File: config.mk
export PLATFORM = sky130hd
export DESIGN_NAME = key_event_queue
export DESIGN_NICKNAME = d
export VERILOG_FILES = /design/src/rtl/key_event_queue.sv
export SDC_FILE = /design/constraint.sdc
export NUM_CORES = 1
export LEC_CHECK = 0
export CORE_MARGIN = 4
export CORE_UTILIZATION = 23
export DETAILED_ROUTE_END_ITERATION = 8
export PLACE_DENSITY_LB_ADDON = 0.05
export SETUP_SLACK_MARGIN = 0.2
export SKIP_CTS_REPAIR_TIMING = 1
export SYNTH_ARGS = -nofsm -noshare
export SYNTH_HDL_FRONTEND = slang
export SYNTH_SLANG_ARGS = --single-unit
File: constraint.sdc
create_clock -name i_clk -period 9.72 [get_ports i_clk]
set_input_delay 1.458 -clock i_clk [delete_from_list [all_inputs] [get_ports i_clk]]
set_output_delay 1.458 -clock i_clk [all_outputs]
set_load 0.1 [all_outputs]
File: src/rtl/key_event_queue.sv
// key_event_queue
//
// Purpose: turns a held-key indication from a keyboard decoder into discrete
// key events and queues them for a consumer. A press event is generated when
// a key goes down (or when the held key's code changes). While the key stays
// down, auto-repeat events follow: the first one REPEAT_DELAY cycles after the
// press, then one every REPEAT_RATE cycles. Events land in a DEPTH-entry FIFO
// with show-ahead output.
//
// Ports:
//   i_clk        sole clock, rising edge
//   i_rst        asynchronous, active-high reset
//   i_key_ascii  ASCII code from the decoder (0x00 means "no key" and is ignored)
//   i_key_state  1 while the key is held
//   i_rd_en      consumer pop request
//   o_key        head-of-queue code, 0 when the queue is empty
//   o_valid      queue non-empty
//   o_full       count == DEPTH
//   o_count      number of stored entries
//   o_overflow   sticky: at least one event was dropped because the queue was full
//
// Handshake: o_valid/i_rd_en act as valid/ready. An entry is consumed on a
// rising edge where both o_valid and i_rd_en are 1; i_rd_en with o_valid low
// has no effect. o_key is stable while o_valid is high and no pop occurs.
module key_event_queue #(
  parameter int DEPTH        = 8,
  parameter int REPEAT_DELAY = 25000000,
  parameter int REPEAT_RATE  = 5000000
) (
  input  logic                     i_clk,
  input  logic                     i_rst,
  input  logic [7:0]               i_key_ascii,
  input  logic                     i_key_state,
  input  logic                     i_rd_en,
  output logic [7:0]               o_key,
  output logic                     o_valid,
  output logic                     o_full,
  output logic [$clog2(DEPTH):0]   o_count,
  output logic                     o_overflow
);

  localparam int AW   = $clog2(DEPTH);
  localparam int CW   = AW + 1;
  localparam int TMAX = (REPEAT_DELAY > REPEAT_RATE) ? REPEAT_DELAY : REPEAT_RATE;
  localparam int TW   = $clog2(TMAX) + 1;

  localparam logic [TW-1:0] DELAY_LAST = TW'(REPEAT_DELAY - 1);
  localparam logic [TW-1:0] RATE_LAST  = TW'(REPEAT_RATE - 1);
  localparam logic [CW-1:0] FULL_CNT   = CW'(DEPTH);

  typedef enum logic [1:0] {
    IDLE   = 2'd0,
    DELAY  = 2'd1,
    REPEAT = 2'd2
  } state_t;

  // ---------------------------------------------------------------------------
  // Sample stage plus one cycle of history for edge/change detection.
  // The *_vld bits track how many samples have been taken since reset: a press
  // needs two valid samples, so a key that is already held when reset is
  // released is treated as old news and produces nothing until it is released
  // and pressed again (or its code changes).
  // ---------------------------------------------------------------------------
  logic [7:0] samp_ascii, prev_ascii;
  logic       samp_state, prev_state;
  logic       samp_vld, prev_vld;

  always_ff @(posedge i_clk or posedge i_rst) begin
    if (i_rst) begin
      samp_ascii <= '0;
      samp_state <= 1'b0;
      samp_vld   <= 1'b0;
      prev_ascii <= '0;
      prev_state <= 1'b0;
      prev_vld   <= 1'b0;
    end else begin
      samp_ascii <= i_key_ascii;
      samp_state <= i_key_state;
      samp_vld   <= 1'b1;
      prev_ascii <= samp_ascii;
      prev_state <= samp_state;
      prev_vld   <= samp_vld;
    end
  end

  logic press_evt;
  assign press_evt = prev_vld && samp_state && (samp_ascii != 8'h00) &&
                     (!prev_state || (samp_ascii != prev_ascii));

  // ---------------------------------------------------------------------------
  // Auto-repeat FSM and timer
  // ---------------------------------------------------------------------------
  state_t        state_q, state_d;
  logic [TW-1:0] timer_q, timer_d;
  logic          repeat_evt;

  always_ff @(posedge i_clk or posedge i_rst) begin
    if (i_rst) begin
      state_q <= IDLE;
      timer_q <= '0;
    end else begin
      state_q <= state_d;
      timer_q <= timer_d;
    end
  end

  always_comb begin
    state_d    = state_q;
    timer_d    = timer_q;
    repeat_evt = 1'b0;
    if (!samp_state) begin
      // Release wins over everything, including a repeat due this cycle.
      state_d = IDLE;
      timer_d = '0;
    end else if (press_evt) begin
      // A new press (or code change) restarts the delay from scratch.
      state_d = DELAY;
      timer_d = '0;
    end else begin
      case (state_q)
        IDLE: begin
          timer_d = '0;
        end
        DELAY: begin
          if (timer_q == DELAY_LAST) begin
            state_d    = REPEAT;
            timer_d    = '0;
            repeat_evt = (samp_ascii != 8'h00);
          end else begin
            timer_d = timer_q + TW'(1);
          end
        end
        REPEAT: begin
          if (timer_q == RATE_LAST) begin
            timer_d    = '0;
            repeat_evt = (samp_ascii != 8'h00);
          end else begin
            timer_d = timer_q + TW'(1);
          end
        end
        default: begin
          state_d = IDLE;
          timer_d = '0;
        end
      endcase
    end
  end

  logic       push_evt;
  logic [7:0] push_data;
  assign push_evt  = press_evt | repeat_evt;
  assign push_data = samp_ascii;

  // ---------------------------------------------------------------------------
  // Event FIFO (show-ahead). Pointers wrap naturally since DEPTH is 2**AW.
  // ---------------------------------------------------------------------------
  logic [7:0]    mem [DEPTH];
  logic [AW-1:0] wr_ptr, rd_ptr;
  logic [CW-1:0] count_q;
  logic          ovf_q;
  logic          empty, full, do_pop, do_push;

  assign empty   = (count_q == '0);
  assign full    = (count_q == FULL_CNT);
  assign do_pop  = i_rd_en && !empty;
  // When full, a push still goes through if a slot is being freed this cycle.
  assign do_push = push_evt && (!full || do_pop);

  always_ff @(posedge i_clk or posedge i_rst) begin
    if (i_rst) begin
      wr_ptr  <= '0;
      rd_ptr  <= '0;
      count_q <= '0;
      ovf_q   <= 1'b0;
    end else begin
      if (do_push) wr_ptr <= wr_ptr + AW'(1);
      if (do_pop)  rd_ptr <= rd_ptr + AW'(1);
      case ({do_push, do_pop})
        2'b10:   count_q <= count_q + CW'(1);
        2'b01:   count_q <= count_q - CW'(1);
        default: count_q <= count_q;
      endcase
      if (push_evt && !do_push) ovf_q <= 1'b1;
    end
  end

  // Storage needs no reset: nothing is visible until count says so.
  always_ff @(posedge i_clk) begin
    if (do_push) mem[wr_ptr] <= push_data;
  end

  assign o_key      = empty ? 8'h00 : mem[rd_ptr];
  assign o_valid    = !empty;
  assign o_full     = full;
  assign o_count    = count_q;
  assign o_overflow = ovf_q;

endmodule

==> metrics.md <==
| Metric | Value |
|---|---|
| Critical Path RT | 8.26 ns |
| Syn Inst Count | 358 |
| Flops & latches, synth | 123 |
| Final GP Congestion | 0.686 |
| Worst reg2reg path depth | 6 |
| CTS max path bufs | 2 |
| Largest net degree at the start of global routing | 60 |
| Worst setup EP type | output port |
| Final setup viols | 0 |
| Worst path cell trace | mux4_2 -> mux2i_1 -> nor2_1 -> clkdlybuf4s50_1 |
| Most area-consuming cells after synthesis | edfxtp_1 (37%), dfrtp_1 (28%), mux4_2 (7.0%), xor2_1 (4.2%), nor2_1 (3.1%) |
| VDD IR max | 0.000114 V |
| GR Overflow Total | 0 |
| Tot GR Track Use | 0.0989 |
| Top cell type by total area after synthesis | edfxtp_1 |
| Worst skew pair latency | 0.41 ns |
| Vias in the first global route | 3,095 |
| Min-delay worst type | reg -> reg |
| Placeable Area | 22,000 um2 |
| CP Class | reg -> out |
| IO Pins | 27 |
| Footprint of the multi-input gates | 1750 um2 |
| Hold path startpoint | samp_vld |
| Main flop type after synthesis | edfxtp_1 |
| Slew Limit Fails | 0 |
| Initial antenna violation count | 0 |
| Antenna Nets Post-Route | 0 |
| Vias | 2,902 |
| Syn Area/Cell | 14.5 um2 |
| DR WL/cell | 16.4 um |
| CTS buffer count | 17 |
| Crit path buf inv count | 1 |
| Setup TNS | 0 ns |
| Final hold violation count | 0 |
| Power after layout | 1.98 mW |
| Slew HR | 0.264 |
| Die height | 158 um |
| Skew final | 0.00857 ns |
| N_diodes | 0 |
| Num rows | 54 |
| HPWL reported at the end of detailed placement | 7.31 mm |
| Initial Utilization | 0.235 |
| Clock Sinks | 123 |
| Area after DPL | 5850 um2 |
| RSZ-0062 raised after global routing | no |
| Die X-Extent | 158 um |
| Crit Path Max Fanout | 18 |
| Port Buffers | 26 |
| Worst reg2reg path startpoint | timer_q[6] |
| Synth warn | 0 |
| Reg area | 3400 um2 |
| TritonCTS clock tree | yes |
| Period minus WS final | 4.52 ns |
| Layout cell share with drive strength beyond 1 | 0.176 |
| DR vias/cell | 4.18 |
| Critical path data arrival time | 3.07 ns |
| Worst setup SP type | flop |
| Total leakage power | 2.35 nW |
| Clock slew at reported path FFs | 0.06 ns |
| Max_cap viols | 0 |
| Die ar. | 25,000 um2 |
| 1st-iter DRT viols | 150 |
| P per Cell Area | 306 nW/um2 |
| Most frequent cells in the layout | edfxtp_1 (64), dfrtp_1 (59), nor2_1 (43) |
| Post-synthesis sequential area ratio | 0.656 |
| Synth cell types | 46 |
| Final Routed Wirelength | 11.4 mm |
| Drt drc | 0 |
| Number of synthesized flops with an enable pin | 64 |
| Post-synth ARST share | 0.480 |
| Fillers | 2,224 |
| Htree depth | 4 |
| Critical path's slowest cell | clkdlybuf4s50_1 |
| Netlist Area Pre-Place | 5180 um2 |
| Synth Net Count | 378 |
| FF-to-FF End | mem[6][2] |
| Period utilization | 0.465 |
| Setup slack on the worst flop-to-flop path | 6.41 ns |
| Commonest non-fill, non-tap cell in the layout | edfxtp_1 |
| CP top delay family | buffers and inverters |
| Clk root buf | clkbuf_16 |
| Crit path largest cell delay | 1.15 ns |
| Slew of the pin with the lowest slew margin | 1.09 ns |
| Status | finished, final reports clean |
| Fmax | 221 MHz |
| Total Nets Final | 422 |
| Min-Delay Path Depth | 0 |
| Worst Hold End | prev_vld |
| DRT Pass-1 Iters | 4 |
| Top-area cell type share of the netlist area | 0.371 |
| Final instance area | 6470 um2 |
| First-pass GRT wire length | 18.2 mm |
| Layout area overhead | 24.8% |
## worst register-to-register path, delay by kind of cell (launching register included)
family           cells  cell delay [ns]
AND/OR/NAND/NOR      5             2.17
flip-flops           1             0.45
AO/OA/AOI/OAI        1             0.31
## Yosys cell counts (all sizes together), types with 5 or more instances
master and n:
edfxtp 64, dfrtp 59, nor2 43, xor2 25, nand2 20, nand3 18, mux4 16, xnor2 14
inv 10, mux2i 10, and3 8, buf 7, ha 7, nor3 7, nor4 5, nor4b 5
or4 5
## cell families after synthesis
| kind of cell | after synthesis | share of synthesized area |
|---|---|---|
| AND/OR/NAND/NOR | 127 | 0.130 |
| XOR/XNOR | 39 | 0.0659 |
| flip-flops | 123 | 0.656 |
| adder cells (fa/ha/maj) | 8 | 0.0208 |
| AO/OA/AOI/OAI | 13 | 0.0193 |
| other | 1 | 0.000724 |
| buffers and inverters | 19 | 0.0147 |
| multiplexers | 28 | 0.0932 |
## flip-flops by register name (all words and copies together), names as in the netlist
name        cells
mem            64
timer_q        26
prev_ascii      8
push_data       8
o_count         4
rd_ptr          3
wr_ptr          3
state_q         2
o_overflow      1
prev_state      1
prev_vld        1
samp_state      1
samp_vld        1
## per-stage QoR
step	hold WS [ns]	utilization	setup WS (ns)	std cells
finish	0.348	0.294	5.20	695
CTS	0.350	0.294	5.11	695
detailed placement	0.336	0.266	5.57	663
floorplan	0.331	-	5.57	358
global placement	0.336	0.266	5.57	663
global route	0.351	0.294	4.99	695
## final cells by class
cell class / instances / share of cell area
clock buffer: 17 / 0.0658
clock inverter: 15 / 0.0294
multi-input combinational: 216 / 0.270
timing repair buffer: 34 / 0.0495
tap: 280 / 0.0542
inverter: 10 / 0.00580
sequential: 123 / 0.525
## power by group
part,leakage (nW),internal (mW),total (mW),switching [mW]
clock network,0.292,0.408,0.658,0.249
registers,1.33,0.598,0.673,0.0748
logic,0.724,0.205,0.647,0.441
## layer usage
layer / track usage / up-vias / part of all wire
met3: 0.0262 / 13 / 0.020
met4: 0.0378 / 0 / 0.015
met1: 0.128 / 1451 / 0.47
met2: 0.159 / 35 / 0.49
li1: - / 1403 / -
met5: 0 / - / 0
## how the worst max path moves through the flow
stage	startpoint	to	slack (ns)	depth (start not counted)
2_1_floorplan	rd_ptr[0]	o_key[6]	5.57	5
3_3_place_gp	rd_ptr[1]	o_key[2]	5.57	4
3_5_place_dp	rd_ptr[1]	o_key[2]	5.57	4
4_1_cts	rd_ptr[1]	o_key[2]	5.11	4
5_1_grt	rd_ptr[1]	o_key[2]	4.99	4
6_report	rd_ptr[1]	o_key[2]	5.20	4
Power figures use the tool's default switching activity.
